==> src/rtl/cyx_vram_pkg.sv <==
// Shared definitions for the VRAM arbiter slice: FSM state encoding, port IDs
// and default geometry of the shared data RAM.
package cyx_vram_pkg;

  localparam int unsigned DEFAULT_DEPTH  = 16;
  localparam int unsigned DEFAULT_DATA_W = 32;
  localparam int unsigned DEFAULT_ADDR_W = 32;

  // Port identifiers; also the encoding of the owner and last-winner bits.
  localparam logic PORT_A = 1'b0;
  localparam logic PORT_B = 1'b1;

  typedef enum logic [1:0] {
    ST_IDLE = 2'd0,
    ST_GNT  = 2'd1,
    ST_RESP = 2'd2
  } state_e;

endpackage

==> src/rtl/cyx_vram_arbiter_if.sv <==
// Bus bundle between the two requesters (A = CPU data side, B = host/debug
// loader), the arbiter and the RAM.
//   slave  : arbiter view (requests and ram_dout in; grants, completions,
//            read data and RAM controls out)
//   master : requester/RAM view (the reverse)
interface cyx_vram_arbiter_if #(
  parameter int unsigned DATA_W = 32,
  parameter int unsigned ADDR_W = 32
) ();

  logic              a_req,   b_req;
  logic              a_we,    b_we;
  logic [ADDR_W-1:0] a_addr,  b_addr;
  logic [DATA_W-1:0] a_wdata, b_wdata;
  logic              a_gnt,   b_gnt;
  logic              a_done,  b_done;
  logic              a_err,   b_err;
  logic [DATA_W-1:0] a_rdata, b_rdata;

  logic [DATA_W-1:0] ram_din;
  logic [ADDR_W-1:0] ram_adr;
  logic              ram_wren;
  logic [DATA_W-1:0] ram_dout;

  modport slave (
    input  a_req, a_we, a_addr, a_wdata, b_req, b_we, b_addr, b_wdata, ram_dout,
    output a_gnt, a_done, a_err, a_rdata, b_gnt, b_done, b_err, b_rdata,
    output ram_din, ram_adr, ram_wren
  );

  modport master (
    output a_req, a_we, a_addr, a_wdata, b_req, b_we, b_addr, b_wdata, ram_dout,
    input  a_gnt, a_done, a_err, a_rdata, b_gnt, b_done, b_err, b_rdata,
    input  ram_din, ram_adr, ram_wren
  );

endinterface

==> src/rtl/cyx_rr_arb2.sv <==
// Two-way request picker.
//   req[1:0] : request vector, bit PORT_A / PORT_B
//   last     : port that won the previous tie
//   en       : picker is being consulted (arbiter in IDLE)
//   winner   : chosen port (PORT_A / PORT_B), meaningful when |req
//   update   : load winner into the last pointer
// Build option: CYX_VRAM_ARB_FIXED_PRIO_EN makes A win every tie and leaves
// the last pointer unused.
module cyx_rr_arb2
  import cyx_vram_pkg::*;
(
  input  logic [1:0] req,
  input  logic       last,
  input  logic       en,
  output logic       winner,
  output logic       update
);

`ifdef CYX_VRAM_ARB_FIXED_PRIO_EN
  logic unused_rr;
  assign unused_rr = last ^ en;

  always_comb begin
    winner = req[PORT_A] ? PORT_A : PORT_B;
    update = 1'b0;
  end
`else
  logic both;
  assign both = req[PORT_A] & req[PORT_B];

  always_comb begin
    winner = PORT_A;
    update = 1'b0;
    if (both) begin
      // The port that did not win the last tie goes first.
      winner = ~last;
      update = en;
    end else if (req[PORT_B]) begin
      winner = PORT_B;
    end
  end
`endif

endmodule

==> src/rtl/cyx_vram_arbiter.sv <==
// Arbiter sharing the single data RAM between port A (CPU) and port B
// (host/debug loader). Each access runs IDLE -> GNT -> RESP; misaligned or
// out-of-range accesses are suppressed and reported with err alongside done.
//   clk, rst_n : clock, asynchronous active-low reset
//   bus        : cyx_vram_arbiter_if.slave (requester handshakes + RAM side)
// Build option: CYX_VRAM_ARB_FIXED_PRIO_EN (fixed A priority in cyx_rr_arb2).
module cyx_vram_arbiter
  import cyx_vram_pkg::*;
#(
  parameter int unsigned DATA_W = DEFAULT_DATA_W,
  parameter int unsigned ADDR_W = DEFAULT_ADDR_W,
  parameter int unsigned DEPTH  = DEFAULT_DEPTH
) (
  input logic                clk,
  input logic                rst_n,
  cyx_vram_arbiter_if.slave  bus
);

  localparam logic [ADDR_W-1:0] ADDR_END = ADDR_W'(4 * DEPTH);

  state_e            state_q, state_d;
  logic              owner_q, owner_d;
  logic              last_q, last_d;
  logic              winner, update;
  logic              in_gnt;
  logic              owner_we, legal;
  logic [ADDR_W-1:0] owner_addr;
  logic [DATA_W-1:0] owner_wdata;

  logic              a_gnt_q, b_gnt_q, a_done_q, b_done_q, a_err_q, b_err_q;
  logic [DATA_W-1:0] a_rdata_q, b_rdata_q;

  cyx_rr_arb2 u_pick (
    .req    ({bus.b_req, bus.a_req}),
    .last   (last_q),
    .en     (state_q == ST_IDLE),
    .winner (winner),
    .update (update)
  );

  always_comb begin
    state_d = state_q;
    owner_d = owner_q;
    last_d  = last_q;
    unique case (state_q)
      ST_IDLE: begin
        if (bus.a_req || bus.b_req) begin
          state_d = ST_GNT;
          owner_d = winner;
          if (update) last_d = winner;
        end
      end
      ST_GNT:  state_d = ST_RESP;
      ST_RESP: state_d = ST_IDLE;
      default: state_d = ST_IDLE;
    endcase
  end

  assign in_gnt      = (state_q == ST_GNT);
  assign owner_we    = (owner_q == PORT_A) ? bus.a_we    : bus.b_we;
  assign owner_addr  = (owner_q == PORT_A) ? bus.a_addr  : bus.b_addr;
  assign owner_wdata = (owner_q == PORT_A) ? bus.a_wdata : bus.b_wdata;
  assign legal       = (owner_addr[1:0] == 2'b00) && (owner_addr < ADDR_END);

  // The RAM only sees a non-zero bus while an access is granted.
  assign bus.ram_wren = in_gnt & owner_we & legal;
  assign bus.ram_adr  = in_gnt ? owner_addr  : '0;
  assign bus.ram_din  = in_gnt ? owner_wdata : '0;

  always_ff @(posedge clk or negedge rst_n) begin
    if (!rst_n) begin
      state_q   <= ST_IDLE;
      owner_q   <= PORT_A;
      last_q    <= PORT_B;
      a_gnt_q   <= 1'b0;
      b_gnt_q   <= 1'b0;
      a_done_q  <= 1'b0;
      b_done_q  <= 1'b0;
      a_err_q   <= 1'b0;
      b_err_q   <= 1'b0;
      a_rdata_q <= '0;
      b_rdata_q <= '0;
    end else begin
      state_q  <= state_d;
      owner_q  <= owner_d;
      last_q   <= last_d;
      a_gnt_q  <= (state_d == ST_GNT) && (owner_d == PORT_A);
      b_gnt_q  <= (state_d == ST_GNT) && (owner_d == PORT_B);
      // done/err are registered at the GNT closing edge so they land in RESP.
      a_done_q <= in_gnt && (owner_q == PORT_A);
      b_done_q <= in_gnt && (owner_q == PORT_B);
      a_err_q  <= in_gnt && (owner_q == PORT_A) && !legal;
      b_err_q  <= in_gnt && (owner_q == PORT_B) && !legal;
      if (in_gnt && legal && !owner_we) begin
        if (owner_q == PORT_A) a_rdata_q <= bus.ram_dout;
        else                   b_rdata_q <= bus.ram_dout;
      end
    end
  end

  assign bus.a_gnt   = a_gnt_q;
  assign bus.b_gnt   = b_gnt_q;
  assign bus.a_done  = a_done_q;
  assign bus.b_done  = b_done_q;
  assign bus.a_err   = a_err_q;
  assign bus.b_err   = b_err_q;
  assign bus.a_rdata = a_rdata_q;
  assign bus.b_rdata = b_rdata_q;

endmodule

==> src/flat_wrapper.sv <==
// flat-port wrapper written by rule: the top's interface ports become plain ports
module cyx_vram_arbiter_flat import cyx_vram_pkg::*;
#(
  parameter int unsigned DATA_W = DEFAULT_DATA_W,
  parameter int unsigned ADDR_W = DEFAULT_ADDR_W,
  parameter int unsigned DEPTH  = DEFAULT_DEPTH
)
  (clk, rst_n, bus_a_req, bus_a_we, bus_a_addr, bus_a_wdata, bus_b_req, bus_b_we, bus_b_addr, bus_b_wdata, bus_ram_dout, bus_a_gnt, bus_a_done, bus_a_err, bus_a_rdata, bus_b_gnt, bus_b_done, bus_b_err, bus_b_rdata, bus_ram_din, bus_ram_adr, bus_ram_wren);
  cyx_vram_arbiter_if #(.DATA_W(DATA_W), .ADDR_W(ADDR_W)) bus_i ();
  input logic clk;
  input logic rst_n;
  input wire logic [$bits(bus_i.a_req)-1:0] bus_a_req;
  input wire logic [$bits(bus_i.a_we)-1:0] bus_a_we;
  input wire logic [$bits(bus_i.a_addr)-1:0] bus_a_addr;
  input wire logic [$bits(bus_i.a_wdata)-1:0] bus_a_wdata;
  input wire logic [$bits(bus_i.b_req)-1:0] bus_b_req;
  input wire logic [$bits(bus_i.b_we)-1:0] bus_b_we;
  input wire logic [$bits(bus_i.b_addr)-1:0] bus_b_addr;
  input wire logic [$bits(bus_i.b_wdata)-1:0] bus_b_wdata;
  input wire logic [$bits(bus_i.ram_dout)-1:0] bus_ram_dout;
  output wire logic [$bits(bus_i.a_gnt)-1:0] bus_a_gnt;
  output wire logic [$bits(bus_i.a_done)-1:0] bus_a_done;
  output wire logic [$bits(bus_i.a_err)-1:0] bus_a_err;
  output wire logic [$bits(bus_i.a_rdata)-1:0] bus_a_rdata;
  output wire logic [$bits(bus_i.b_gnt)-1:0] bus_b_gnt;
  output wire logic [$bits(bus_i.b_done)-1:0] bus_b_done;
  output wire logic [$bits(bus_i.b_err)-1:0] bus_b_err;
  output wire logic [$bits(bus_i.b_rdata)-1:0] bus_b_rdata;
  output wire logic [$bits(bus_i.ram_din)-1:0] bus_ram_din;
  output wire logic [$bits(bus_i.ram_adr)-1:0] bus_ram_adr;
  output wire logic [$bits(bus_i.ram_wren)-1:0] bus_ram_wren;
  assign bus_i.a_req = bus_a_req;
  assign bus_i.a_we = bus_a_we;
  assign bus_i.a_addr = bus_a_addr;
  assign bus_i.a_wdata = bus_a_wdata;
  assign bus_i.b_req = bus_b_req;
  assign bus_i.b_we = bus_b_we;
  assign bus_i.b_addr = bus_b_addr;
  assign bus_i.b_wdata = bus_b_wdata;
  assign bus_i.ram_dout = bus_ram_dout;
  assign bus_a_gnt = bus_i.a_gnt;
  assign bus_a_done = bus_i.a_done;
  assign bus_a_err = bus_i.a_err;
  assign bus_a_rdata = bus_i.a_rdata;
  assign bus_b_gnt = bus_i.b_gnt;
  assign bus_b_done = bus_i.b_done;
  assign bus_b_err = bus_i.b_err;
  assign bus_b_rdata = bus_i.b_rdata;
  assign bus_ram_din = bus_i.ram_din;
  assign bus_ram_adr = bus_i.ram_adr;
  assign bus_ram_wren = bus_i.ram_wren;
  cyx_vram_arbiter #(.DATA_W(DATA_W), .ADDR_W(ADDR_W), .DEPTH(DEPTH)) u_core (.clk(clk), .rst_n(rst_n), .bus(bus_i));
endmodule
==> config.mk <==
export PLATFORM = sky130hd
export DESIGN_NAME = cyx_vram_arbiter_flat
export DESIGN_NICKNAME = d
export VERILOG_FILES = /design/src/rtl/cyx_vram_pkg.sv /design/src/rtl/cyx_vram_arbiter_if.sv /design/src/rtl/cyx_rr_arb2.sv /design/src/rtl/cyx_vram_arbiter.sv /design/src/flat_wrapper.sv
export SDC_FILE = /design/constraint.sdc
export NUM_CORES = 1
export LEC_CHECK = 0
export BUFFER_PORTS_ARGS = -buffer_cell sky130_fd_sc_hd__buf_2
export CAP_MARGIN = 10
export CORE_AREA = 2 2 118 120
export DETAILED_ROUTE_END_ITERATION = 12
export DIE_AREA = 0 0 120 122
export GPL_TIMING_DRIVEN = 0
export SYNTH_ARGS = -nofsm -noshare
export SYNTH_HDL_FRONTEND = slang
export SYNTH_SLANG_ARGS = --single-unit
==> constraint.sdc <==
create_clock -name clk -period 2.5 [get_ports clk]
set_input_delay 0.125 -clock clk [delete_from_list [all_inputs] [get_ports clk]]
set_output_delay 0.125 -clock clk [all_outputs]
set_load 0.02 [all_outputs]
## Word-level counts from Yosys, hierarchy flattened

Cells that the tools add are included.

- $lt $le $gt $ge: 1
- Reduce and logical (&&, ||, !) cells: 17
- Bitwise operators: 6
- Eq/ne operators: 2
- Mux-type cells: 12

Operators with widths:

| operator | number |
|---|---|
| $mux 32 | 4 |
| $lt 32x7->1 const B | 1 |
| $logic_and 1x1->1 | 9 |
| $mux 1 | 6 |
| $eq 2x1->1 const B | 2 |
| $logic_not 2->1 | 2 |
| $pmux 2 s2 | 1 |
| $reduce_and 2->1 | 2 |
| $and 1x1->1 | 3 |
| $not 1->1 | 3 |
| $reduce_and 3->1 | 1 |
| $logic_not 1->1 | 2 |
| $mux 2 | 1 |
| $logic_or 1x1->1 | 1 |

- Input port bits: 166
- Word-level logic and storage cells: 49
- Flip-flop bits (word level): 74

## Logic depth before layout (Yosys ltp)

Gate-level depths: netlist of the first run.

- Depth after elaboration: 6
- Mapped depth: 7
- Gate-level depth less buffers: 5

## By module

Synthesis of the first run repeated with hierarchy kept, for this count alone.

- Cell total of the unflattened synthesis: 333
- Area, all modules: 3898.7 um^2

By module, submodules not included:

| module | cells an instance | instances | seq. area each (um^2) | area an instance (um^2) |
|---|---|---|---|---|
| cyx_vram_arbiter | 331 | 1 | 1853.0 | 3881.2 |
| cyx_rr_arb2 | 2 | 1 | 0.0 | 17.5 |

## Least setup slack after synthesis of the first run

OpenSTA, ideal clock, no wires.

- Kind: register -> output
- From: register u_core.owner_q
- To: output bus_ram_wren
- Data required time: 2.375 ns
- Buffers on the path: 1
- Cell stages (with the launch flop): 5
- Arrival: 2.148 ns
- Slack: 0.227 ns
- Path through: dfrtp_1 -> buf_6 -> nor4_2 -> nand4_2 -> a2111oi_0

- Cells in the longest elaborated chain, start to end: 4
- Elaborated cells between the ends (all ways): 7
- Classes of those cells: order compare (1); mux (2); bitwise (2); reduce/logical (2)

Ends and longest elaborated chain:

| what | line | source |
|---|---|---|
| from (decl) | cyx_vram_arbiter.sv:22 | `logic owner_q, owner_d;` |
| from (signal assigned) | cyx_vram_arbiter.sv:85 | `owner_q <= owner_d;` |
| $mux 32 | cyx_vram_arbiter.sv:61 | `assign owner_addr = (owner_q == PORT_A) ? bus.a_addr : bus.b_addr;` |
| $lt 32x7->1 / $logic_not 2->1 (equally long branches) | cyx_vram_arbiter.sv:63 | `assign legal = (owner_addr[1:0] == 2'b00) && (owner_addr < ADDR_END);` |
| $logic_and 1x1->1 | cyx_vram_arbiter.sv:63 |  |
| $and 1x1->1 (*) | cyx_vram_arbiter.sv:66 | `assign bus.ram_wren = in_gnt & owner_we & legal;` |
| to (decl) | flat_wrapper.sv:31 | `output wire logic [$bits(bus_i.ram_wren)-1:0] bus_ram_wren;` |

Mark *: on every way between the ends. The rest lies on a longest branch, timed or not.

## Worst setup path after layout of the first run

- From: register u_core.owner_q
- To: register u_core.a_rdata_q[22] (netlist: u_core.bus.a_rdata[22])

- Cells in the longest elaborated chain, start to end: 6
- Elaborated cells between the ends (all ways): 10
- Classes of those cells: order compare (1); mux (2); bitwise (1); reduce/logical (6)

Ends and longest elaborated chain:

| what | line | source |
|---|---|---|
| $mux 32 | cyx_vram_arbiter.sv:61 |  |
| $lt 32x7->1 / $logic_not 2->1 (equally long branches) | cyx_vram_arbiter.sv:63 |  |
| $logic_and 1x1->1 | cyx_vram_arbiter.sv:63 |  |
| $logic_and 1x1->1 (2 in series) | cyx_vram_arbiter.sv:94 | `if (in_gnt && legal && !owner_we) begin` |
| $reduce_and 2->1 (no line) (*) | - |  |
| to (signal assigned) | cyx_vram_arbiter.sv:95 | `if (owner_q == PORT_A) a_rdata_q <= bus.ram_dout;` |
| to (decl) | cyx_vram_arbiter.sv:31 | `logic [DATA_W-1:0] a_rdata_q, b_rdata_q;` |

Marked as above.
A chain may end at the register's enable or synchronous reset.

==> results of run 1 <==
[flip-flops by register name, indices dropped and copies added, names as in the netlist]
name / flops
u_core.bus.a_err: 1
u_core.bus.a_rdata: 32
u_core.bus.b_rdata: 32
u_core.bus.b_err: 1
u_core.bus.b_done: 1
u_core.state_q: 2
u_core.owner_q: 1
u_core.bus.a_done: 1
u_core.bus.a_gnt: 1
u_core.bus.b_gnt: 1
u_core.last_q: 1
[through the flow]
step	area, um2	cells	utilization (%)	TNS (ps)	total power [uW]
5_1_grt	5973	833	44.23	0	5228
3_3_place_gp	5600	812	41.47	-3611	3649
4_1_cts	5966	833	44.18	0	5016
6_report	5973	833	44.23	0	4950
2_1_floorplan	3874	332	-	0	2833
3_5_place_dp	5603	812	41.49	-6204	3674
[cells by family after synthesis]
group | Yosys count | synth area share [%]
xor+xnor | 1 | 0.2261
buf+inv | 25 | 3.359
compound gates | 8 | 2.067
flops | 74 | 47.84
simple gates | 94 | 10.82
mux | 130 | 35.69
[what timing repair did]
action | in CTS | in global routing
pin swaps | 2 | 0
endpoints found under the setup margin | 70 | 30
hold buffers | 1 | 0
setup buffers | 4 | 0
endpoints found under the hold margin | 73 | 0
resized for setup | 2 | 6
[per-layer routing]
layer  GRT usage (%)  vias to the layer above  share of wire (%)
met3           6.133                       16                8.8
met2           35.72                      186                 53
met4           5.735                        2                1.7
li1                -                     1802                  -
met5               0                        -              0.056
met1           20.03                     1830                 36
[cell type report]
class | instances | area (um2) | share of cell area [%]
clock buffers | 11 | 252.7 | 4.231
plain buffers | 22 | 127.6 | 2.137
repair buffers | 305 | 1544 | 25.85
multi-input cells | 233 | 1898 | 31.78
clock inverters | 5 | 61.31 | 1.026
inverters | 3 | 11.26 | 0.1885
well taps | 180 | 225.2 | 3.770
flip-flops and latches | 74 | 1853 | 31.02
[cell usage in the layout (no fill, tap or decap), drive strengths merged, types with 2 or more instances in the layout]
cell type and count:
buf 313, clkbuf 24, inv 4, a21oi 2, nand4 4, clkinvlp 3, dfrtp 73, mux2i 65
nor4 11, nor3 3, nor2 70, nand2 2, a2111oi 2, mux2 65
[worst max path at each step]
| stage | endpoint | slack, ps | cells past startpoint |
|---|---|---|---|
| floorplan | bus_ram_wren | 230 | 4 |
| global placement | u_core.bus.a_rdata[2] | -100 | 6 |
| detailed placement | u_core.bus.b_rdata[9] | -140 | 6 |
| CTS | bus_ram_adr[4] | 40 | 6 |
| global route | u_core.bus.a_rdata[21] | 2 | 6 |
| finish | u_core.bus.a_rdata[22] | 150 | 6 |
[power by group]
group	total, uW	internal, uW	switching (uW)
Sequential	1300	1270	26.1
Clock	1310	830	483
Combinational	2340	845	1490
Total	4950	2950	2000
==> impl_summary.md, run 1 <==
Timing
The relative slew slack is 39.35%. Final hold analysis gives a worst-case slack of 26.19 ps. The setup clock skew after layout is 5.166 ps. The final-report max-slew violation count is 0. Setup repair after global routing left no endpoint under its margin. For this run, the top clock speed supported by timing is 425.2 MHz. For the pin with the worst max-slew slack, the measured transition is 909.8 ps.

The number of endpoints failing setup at the final stage is 0. After layout, the worst path uses 94.07% of the clock period. The smallest setup slack after layout is 148.2 ps. The count of endpoints failing hold in the final timing report is 0.

The final critical delay including setup and external delays is 2352 ps.

Clock tree
The number of buffers on the longest clock path is 2. The clock drives 74 sinks. The clock reaches the later pin of the worst-skew pair after 330 ps. In this run, CTS created clock tree buffers numbering 9. The tree is rooted in a clkbuf_16. After clock tree synthesis, the clock-pin slew on the worst setup and hold paths is 60 ps. TritonCTS built the clock tree. The number of H-tree levels is 3.

Floorplanning
The floorplan step defined a die boundary enclosing 14640 um2. Measured along the y axis, the die boundary spans 122 um. The initial core utilization is 28.69%. The core outline area is 13500 um2. The floorplan row count is 43.

For this design the top-level I/O count stands at 301. The die width is 120 um.

Global route
The initial antenna violation count is 1. The overflow left after global routing is 0. Global routing used 18.96% of the available tracks across all layers.

The first-pass GRT wire length is 20.98 mm. The pin count of the biggest net entering global routing is 75. The number of global-route vias before repair is 3951.

Pwr
Dividing total power by cell area gives a power density of 828.7 nW/um2. The analysis attributes to cell leakage a power of 0.003522 uW. VDD sags by at most 475.0 uV.

Critical path
For flop-to-flop paths, the worst setup slack is 150 ps. In this run the critical register-to-register path is captured at u_core.bus.a_rdata[22]. For this run, the slowest stage of the critical path takes 430 ps. STA classifies the critical path startpoint as a register. The data arrival time of the critical path is 2560 ps.

The family with the most delay on the worst path is simple AND/OR/NAND/NOR gates. The largest individual stage delay along the critical path comes from the cell a211oi_4. For the worst flop-to-flop path, the logic depth is 6. The worst register-to-register path begins at u_core.owner_q. Traced cell by cell, the critical path runs through buf_6 > nor4_2 > nand4_2 > a211oi_4 > buf_2 > mux2_2. The critical path is of the reg2reg type. The largest fanout on the critical path is 10. The worst setup path is captured at a register. The total buffers and inverters traversed by the critical path is 2. Tracing the worst setup path back leads to its startpoint at u_core.owner_q. The critical path required time is 2710 ps.

Synthesis
By count the netlist is led by 73 x dfrtp_1, 70 x nor2_1, 65 x mux2i_1. The mean instance size in the synthesized netlist is 11.67 um2. The number of cells produced by synthesis is 332. Ranked by total cell area, the synthesized netlist is headed by dfrtp_1 47%, mux2i_1 17%, mux2_2 9.9%, mux2_1 9.0%, nor2_1 6.8%. The top flip-flop cell by instance count after synthesis is dfrtp_1. The sequential cell area fraction in the yosys report is 47.84%. The number of nets in the synthesized netlist is 498. The share of flip-flops with an asynchronous set or reset after synthesis is 100.0%.

The mapped netlist covers 3874 um2. The unique cell type count in the Yosys netlist is 29. The most numerous cell in the Yosys netlist is dfrtp_1. During synthesis, Yosys emitted a total of 0 warnings. The synthesized design contains 74 register bits. The top-area cell type share of the netlist area is 47.16%.

The largest total area in the synthesized netlist belongs to dfrtp_1. Yosys mapped a number of flops with a built-in enable equal to 0.

Drt
After detailed routing, the number of vias per cell comes to 4.605. Dividing the detail-routed wire length by the instance count gives 17.13 um. In this run the remaining antenna-violating nets after routing total 0. Summing over every cut layer, the via total after detailed routing is 3836. For this run, design rule violations remaining after detail routing come to 0. After the first detailed-routing iteration, the DRC count stood at 130. For this run, the detailed router's first-pass iteration total came to 4.

The total wire length after detailed routing is 14.27 mm.

Final layout
The final layout contains 814 nets. The area growth from synthesis to layout is 54.20%. The count of filler cells inserted in the layout is 1357.

The count of inserted antenna diode cells is 0. The post-route netlist has 56.81% of its cells at a drive strength greater than 1.

Outcome
The flow ran to the end, and the final reports show no timing, DRC or antenna violations.

Min path
The hold path startpoint is bus_ram_dout[31]. In this run the worst hold path is classified as in2reg. The worst hold path endpoint is u_core.bus.b_rdata[31]. The instance count along the most critical hold path is 2.

Placed design
Routability-driven placement finished with a final weighted congestion of 0.9106. OpenSTA, run right after detailed placement, puts the worst setup slack at -141.7 ps. The number of port buffers is 300. The detailed placement HPWL is 12.09 mm.

Job
The count of max-cap constraint violations is 0.
No activity file was read; power rests on OpenSTA's default activity.
==> run 2, diff against run 1 <==
--- a/config.mk
+++ b/config.mk
@@ -7,9 +7,10 @@
 export LEC_CHECK = 0
 export BUFFER_PORTS_ARGS = -buffer_cell sky130_fd_sc_hd__buf_2
 export CAP_MARGIN = 10
-export CORE_AREA = 2 2 118 120
+export CORE_AREA = 2 2 116 118
+export CTS_BUF_LIST = sky130_fd_sc_hd__clkbuf_8
 export DETAILED_ROUTE_END_ITERATION = 12
-export DIE_AREA = 0 0 120 122
+export DIE_AREA = 0 0 118 120
 export GPL_TIMING_DRIVEN = 0
 export SYNTH_ARGS = -nofsm -noshare
 export SYNTH_HDL_FRONTEND = slang
==> constraint.sdc (replaced) <==
create_clock -name clk -period 3.1 [get_ports clk]
set_input_delay 0.155 -clock clk [delete_from_list [all_inputs] [get_ports clk]]
set_output_delay 0.155 -clock clk [all_outputs]
set_load 0.02 [all_outputs]
==> run 2 against run 1 <==
Clock power down 53%. First-iteration DRC count unchanged. Clock-buffer cell count down 1. Die area down 3.3%. Via count down 0.73%. Sequential power down 19%. Design area down 3.2%. Core utilization up 0.29 points. Clock skew down 0.80 ps. Register-to-register slack better by 390 ps.
==> impl_summary.md, run 2 (same netlist as run 1, synthesis figures left out) <==
Global route
The initial antenna violation count is 7 (+6). The overflow left after global routing was 0 (unchanged). The pin count of the biggest net entering global routing is 75 (unchanged). The combined global-route utilization of all metal layers is 19.59% (+0.63 points). The first-pass GRT wire length is 21.38 mm (+1.9%). The number of global-route vias before repair was 4008 (+1.4%).

Critical path
The reg-to-reg startpoint is u_core.owner_q. The startpoint type of the worst setup path is a register. The critical path in this run is classified as reg2out. The flop-to-flop setup slack is 540 ps (+390 ps). STA classifies the critical path endpoint as an output pin. The worst reg-to-reg path cell count came to 6 (unchanged).

The largest fanout on the critical path was 10 (unchanged). The most critical setup path has its startpoint at u_core.owner_q. The critical path required time is 2940 ps (+230 ps). The data arrival time of the critical path came to 2570 ps (about the same).

Min path
The instance count along the most critical hold path is 2 (unchanged). The min-delay analysis places its worst path in the category in2reg. The hold path startpoint is bus_ram_dout[17].

Final layout
Leaving out fill and tap cells, the most frequent cell in the layout is buf_2. The library cells used most frequently in the layout, excluding fill and tap cells, are 304 x buf_2, 73 x dfrtp_1, 70 x nor2_1. The area growth from synthesis to layout is 49.19%. The number of nets in the layout is 810 (-0.49%).

The share of post-route cells with drive strength above 1 is 55.80% (-1.0 points).

Placed design
The number of port buffers is 300 (unchanged). The detailed placement HPWL is 12.14 mm (+0.36%). The worst setup slack after placement is 468.2 ps (+609.9 ps). The placer congestion estimate came to 0.9631 (+5.8%).

Floorplanning
The die width came to 118 um (-1.7%). The core outline area was 12980 um2 (-3.9%). The top-level port count is 301 (unchanged). The die extent in y is 120 um (-1.6%). The floorplan row count is 42 (-2.3%).

The initial core utilization is 29.84% (+1.2 points). The die area is 14160 um2 (-3.3%).

Timing
The final critical delay including setup and external delays is 2726 ps. Based on the critical path, the design can be clocked at up to 366.8 MHz. The setup clock skew after layout is 4.364 ps (-0.8026 ps). The post-route setup TNS is 0 ps (unchanged). The smallest setup slack after layout was 374.0 ps (+225.8 ps).

The number of endpoints failing setup at the final stage came to 0 (unchanged). The worst-case hold slack is 50.43 ps (+24.24 ps). The slew at the pin with the worst max-slew slack came to 891.7 ps (-18.15 ps). The relative slew slack was 40.56% (+1.2 points). The final-report max-slew violation count is 0 (unchanged). The count of endpoints failing hold in the final timing report is 0 (unchanged). Setup repair after global routing left no endpoint under its margin. The final period utilization is 87.93%.

Drt
The via count is 3808 (-0.73%). The total wire length after detailed routing is 14.04 mm (-1.6%). The number of remaining DRC errors was 0 (unchanged).

The routed wirelength normalized by instance count is 16.96 um (-0.99%). The number of violations reported at the end of detailed-routing iteration 0 is 130 (unchanged). The vias per cell is 4.599 (-0.13%). The iteration count of the initial detailed-routing pass is 4 (unchanged). The number of nets with antenna violations after detailed routing is 0 (unchanged).

Pwr
The standby leakage power came to 0.003437 uW (-2.4%). The maximum vdd ir drop was 414.8 uV (-13%). The total power per unit cell area is 613.9 nW/um2 (-26%).

Clock tree
The cell chosen for the clock root is clkbuf_8. The number of sinks driven by the clock tree came to 74 (unchanged). The number of buffers on the longest clock path is 2 (unchanged).

The clock-pin slew on the worst setup and hold paths is 70 ps (about the same). The clock latency at the later pin of the worst-skew pair came to 330 ps (about the same). The number of gates resized after cts came to 0 (-2).

The number of H-tree levels was 3 (unchanged). The CTS tree is built. The number of CTS-inserted buffers was 9 (unchanged).

Job
The count of max-cap constraint violations came to 0 (unchanged).

Outcome
The flow ran to the end, and the final reports show no timing, DRC or antenna violations.
==> run 2: cell count changes in the layout (fill, tap and decap cells not counted), moves of 2 or more <==
| cell | delta |
|---|---|
| buf_4 | -4 |
| clkbuf_1 | +2 |
| clkbuf_16 | -9 |
| clkbuf_2 | -2 |
| clkbuf_4 | -2 |
| clkbuf_8 | +8 |
| clkinv_2 | +2 |
| clkinvlp_4 | -2 |
| diode_2 | +5 |
==> run 2: metrics by stage <==
step | cells | utilization [%] | area, um2 | power, uW
2_1_floorplan | 332 | - | 3874 | 2284
3_3_place_gp | 808 | 43.11 | 5595 | 2967
3_5_place_dp | 808 | 43.13 | 5598 | 2975
4_1_cts | 823 | 44.43 | 5767 | 3604
5_1_grt | 826 | 44.49 | 5774 | 3768
6_report | 828 | 44.52 | 5779 | 3548
==> run 2: power breakdown <==
part | switching, uW | total [uW] | internal (uW)
Sequential | 19.7 | 1050 | 1030
Combinational | 1210 | 1890 | 679
Clock | 316 | 614 | 297
Total | 1550 | 3550 | 2000
==> run 2: critical path, cell delays in order (launching register included) <==
cell and delay, ps:
dfrtp_1 350, buf_6 150, clkbuf_1 480, buf_1 670
mux2i_1 160, nor2_1 210, buf_2 210
==> run 2: cell type report <==
class / instances / area (um2)
diodes: 5 / 12.51
plain buffers: 22 / 118.9
clock buffers: 10 / 137.6
clock inverters: 4 / 21.27
fillers: 1344 / 7201
inverters: 3 / 11.26
multi-input cells: 233 / 1891
flip-flops and latches: 74 / 1853
well taps: 176 / 220.2
repair buffers: 301 / 1514
==> run 2: timing repair <==
| action | 4_1_cts | 5_1_grt |
|---|---|---|
| buffers inserted | 0 | 0 |
| endpoints found under the hold margin | 73 | 0 |
| hold buffers | 1 | 0 |
==> run 2: per-layer routing <==
metal / vias up / global-route usage [%] / routed length (um)
met1: 1811 / 21.57 / 5288
met4: 4 / 6.852 / 309
met5: - / 0 / 21
met2: 179 / 34.99 / 7215
li1: 1792 / - / -
met3: 22 / 6.892 / 1208
==> run 2: worst paths after layout <==
kind                                     endpoint
setup / recovery                  bus_ram_din[27]
hold / removal             u_core.bus.b_rdata[17]
setup reg to reg            u_core.bus.a_rdata[6]
hold reg to reg            u_core.bus.b_rdata[10]
max in group asynchronous   u_core.bus.a_rdata[2]
min in group asynchronous  u_core.bus.a_rdata[12]
==> run 3, diff against run 2 <==
--- a/config.mk
+++ b/config.mk
@@ -7,11 +7,16 @@
 export LEC_CHECK = 0
 export BUFFER_PORTS_ARGS = -buffer_cell sky130_fd_sc_hd__buf_2
 export CAP_MARGIN = 10
-export CORE_AREA = 2 2 116 118
+export CELL_PAD_IN_SITES_DETAIL_PLACEMENT = 1
+export CELL_PAD_IN_SITES_GLOBAL_PLACEMENT = 2
+export CORE_MARGIN = 2
+export CORE_UTILIZATION = 24
 export CTS_BUF_LIST = sky130_fd_sc_hd__clkbuf_8
 export DETAILED_ROUTE_END_ITERATION = 12
-export DIE_AREA = 0 0 118 120
 export GPL_TIMING_DRIVEN = 0
+export PLACE_DENSITY_LB_ADDON = 0.1
+export REMOVE_ABC_BUFFERS = 1
 export SYNTH_ARGS = -nofsm -noshare
 export SYNTH_HDL_FRONTEND = slang
+export SYNTH_HIERARCHICAL = 1
 export SYNTH_SLANG_ARGS = --single-unit
==> run 3 against run 2 <==
Design area increased by 3.6%. Worst hold slack got worse by 21 ps. Combinational power decreased by 4%. Sequential power increased by 6%. Non-clock buffer count decreased by 12. Clock power increased by 32%. Largest cell class unchanged. Largest power group unchanged.
==> impl_summary.md, run 3 <==
Clock tree
The cell chosen for the clock root is clkbuf_8. The number of CTS-inserted buffers was 9 (unchanged). The number of H-tree levels is 3 (unchanged). The number of buffers on the longest clock path is 2 (unchanged). The number of sinks driven by the clock tree is 74 (unchanged). The clock latency at the later pin of the worst-skew pair is 350 ps (+20 ps).

The CTS tree is built. The clock-pin slew on the worst setup and hold paths is 70 ps (about the same).

Drt
The via count is 3734 (-1.9%). The number of nets with antenna violations after detailed routing is 0 (unchanged). The number of violations reported at the end of detailed-routing iteration 0 is 120 (-7.7%). The iteration count of the initial detailed-routing pass is 3 (-1). The number of remaining DRC errors is 0 (unchanged). The total wire length after detailed routing is 14.76 mm (+5.1%).

The vias per cell was 4.377 (-4.8%). The routed wirelength normalized by instance count is 17.30 um (+2.0%).

Synthesis
The unique cell type count in the Yosys netlist came to 28 (-3.4%). The number of register bits inferred by synthesis is 74 (unchanged). The top-area cell type share of the netlist area is 46.85% (-0.30 points). The share of flip-flops with an asynchronous set or reset after synthesis came to 100.0% (unchanged). The warning count from the yosys run is 6 (+6).

The leading area contributor after synthesis is dfrtp_1. By instance count, the leading cell after synthesis is dfrtp_1. The mean instance size in the synthesized netlist is 11.71 um2 (+0.34%). The count of flip-flops with a built-in enable after synthesis came to 0 (unchanged). The cell area after synthesis came to 3899 um2 (+0.65%). In the synthesized netlist, the cells that appear most often are 73 x dfrtp_1, 70 x nor2_1, 65 x mux2i_1. The top flip-flop cell by instance count after synthesis is dfrtp_1.

Sorting the synthesized cells by area gives the leading types as dfrtp_1 47%, mux2i_1 17%, mux2_2 10%, mux2_1 9.0%, nor2_1 6.7%. The number of cells produced by synthesis is 333 (+0.30%). The sequential cell area fraction in the yosys report is 47.53% (-0.31 points).

Pwr
The maximum vdd ir drop is 358.3 uV (-14%). The standby leakage power is 0.003553 uW (+3.4%). The total power per unit cell area is 624.5 nW/um2 (+1.7%).

Critical path
The largest fanout on the critical path came to 58 (+48). The signal on the critical path passes through buf_16 > nor4_2 > nand4_2 > a2111oi_4 > buf_4 > buf_8 > mux2_1. The data arrival time of the critical path is 3130 ps (+560 ps). The total buffers and inverters traversed by the critical path is 3 (-1).

The worst setup path is launched from a register. The worst setup path is captured at a register. The critical path required time came to 3330 ps (+390 ps).

The delay of the slowest cell on the worst path is 610 ps (-60 ps). By startpoint and endpoint, the worst setup path is classified as reg2reg. The cell with the largest stage delay on the worst path is dfrtp_4. Among cell families on the critical path, the largest total delay comes from simple AND/OR/NAND/NOR gates.

Timing
The top achievable clock speed is 344.0 MHz (-6.2%). Setup repair after global routing left no endpoint under its margin. The post-route setup TNS is 0 ps (unchanged). The number of endpoints failing setup at the final stage is 0 (unchanged). The final-report max-slew violation count is 0 (unchanged). The count of endpoints failing hold in the final timing report came to 0 (unchanged).

The relative slew slack is 66.45% (+26 points). The setup clock skew after layout is 9.164 ps (+4.801 ps). The slew at the pin with the worst max-slew slack came to 503.2 ps (-388.4 ps). The worst-case hold slack was 29.05 ps (-21.38 ps). The final critical delay including setup and external delays was 2907 ps (+181.0 ps).

The final period utilization is 93.77% (+5.8 points).

Placed design
The detailed placement HPWL is 12.46 mm (+2.7%). The cell count after placement is 835 (+3.3%). The number of port buffers was 300 (unchanged). The placer congestion estimate is 0.7874 (-18%).

Final layout
The commonest non-fill, non-tap cell in the layout is buf_2. The share of post-route cells with drive strength above 1 is 58.24% (+2.4 points). The count of filler cells inserted in the layout is 1907 (+42%). The sequential cell area in the final layout came to 1857 um2 (+0.20%). The number of nets in the layout came to 799 (-1.4%). The final standard cell count with taps included and fillers excluded is 853 (+3.0%). The count of inserted antenna diode cells came to 0 (-5). The multi-input combinational cell area is 1939 um2 (+2.6%).

In the layout the commonest cells are 299 x buf_2, 72 x dfrtp_1, 70 x nor2_1. The area growth from synthesis to layout is 53.53%.

Floorplanning
The floorplan row count is 46 (+9.5%). The top-level port count was 301 (unchanged). The die extent in y is 131.5 um (+9.5%). The die width is 131.5 um (+11%). The die area is 17280 um2 (+22%). The core outline area came to 15890 um2 (+22%).

The initial core utilization was 24.54% (-5.3 points).

Global route
The overflow left after global routing came to 0 (unchanged). The pin count of the biggest net entering global routing was 59 (-21%). The combined global-route utilization of all metal layers was 17.11% (-2.5 points). The number of global-route vias before repair is 4135 (+3.2%). The first-pass GRT wire length is 23.05 mm (+7.8%). The initial antenna violation count is 0 (-7).

Outcome
The run finished with clean final reports.

Job
The count of max-cap constraint violations is 0 (unchanged).

Min path
The min-delay analysis places its worst path in the category in2reg.
-- run 3: cell count changes in the layout (fill, tap and decap cells not counted), sizes merged, moves of 2 or more --
cell    change
bufinv      +2
inv         -2
mux2        +2
diode       -5
clkbuf     -11
-- run 3: final cells by class --
cell class / count / share of cell area, %
Multi-Input combinational cell: 235 / 32.40
Sequential cell: 74 / 31.02
Timing Repair Buffer: 311 / 28.32
Tap cell: 216 / 4.515
Clock buffer: 10 / 2.299
Clock inverter: 5 / 1.317
Inverter: 2 / 0.1254
-- run 3: worst paths after layout --
path | start | end | slack (ps) | depth (start not counted)
min in group asynchronous | rst_n | u_core/bus.b_rdata[8] | 230 | 2
max in group asynchronous | rst_n | u_core/bus.b_rdata[16] | 2310 | 3
hold reg to reg | u_core/bus.b_rdata[5] | u_core/bus.b_rdata[5] | 480 | 1
setup / recovery | u_core/owner_q | u_core/bus.b_rdata[20] | 190 | 7
setup reg to reg | u_core/owner_q | u_core/bus.b_rdata[20] | 190 | 7
hold / removal | bus_ram_dout[10] | u_core/bus.b_rdata[10] | 30 | 2
-- run 3: layer usage --
layer	GRT usage, %	routed length [um]
met5	0	0
met2	33.04	8024
met1	16.28	5043
met4	5.254	284
met3	7.137	1406
-- run 3: logic make-up (layout without fill, tap and decap cells) --
| logic type | Yosys count | after routing | synth area share [%] |
|---|---|---|---|
| AOI/OAI and AO/OA | 6 | 6 | 1.797 |
| muxes | 132 | 132 | 36.04 |
| DFF | 74 | 74 | 47.53 |
| buffers and inverters | 24 | 328 | 3.113 |
| and+or+nand+nor | 97 | 97 | 11.52 |
-- run 3: power by group --
part | leakage, uW | internal [uW] | switching, uW | total (uW)
combinational | 0.00242 | 705 | 1120 | 1820
sequential | 0.00102 | 1030 | 80.7 | 1110
clock | 0.000112 | 469 | 340 | 809
total | 0.00355 | 2200 | 1540 | 3740
-- run 3: worst register-to-register path: stages (launching register included) --
cell and delay (ps):
dfrtp_4 610, buf_16 280, nor4_2 400, nand4_2 300, a2111oi_4 490, buf_4 220
buf_8 160, mux2_1 330
-- run 3: through the flow --
stage               area, um2  utilization [%]  power [uW]  setup slack [ps]
floorplan                3785                -        2304             -1906
global placement         5557            34.98        3002             -3668
detailed placement       5739            36.13        2976            -224.2
CTS                      5981            37.65        3821             90.98
global route             5986            37.68        3965             41.47
finish                   5986            37.68        3738             193.0
-- run 3: repair_timing --
action,4_1_cts,5_1_grt
setup endpoints to repair,27,11
endpoints found under the hold margin,65,0
buffers inserted,2,0
hold buffers,1,0
pin swaps,1,0
cloned,0,0
gates resized for setup,0,1
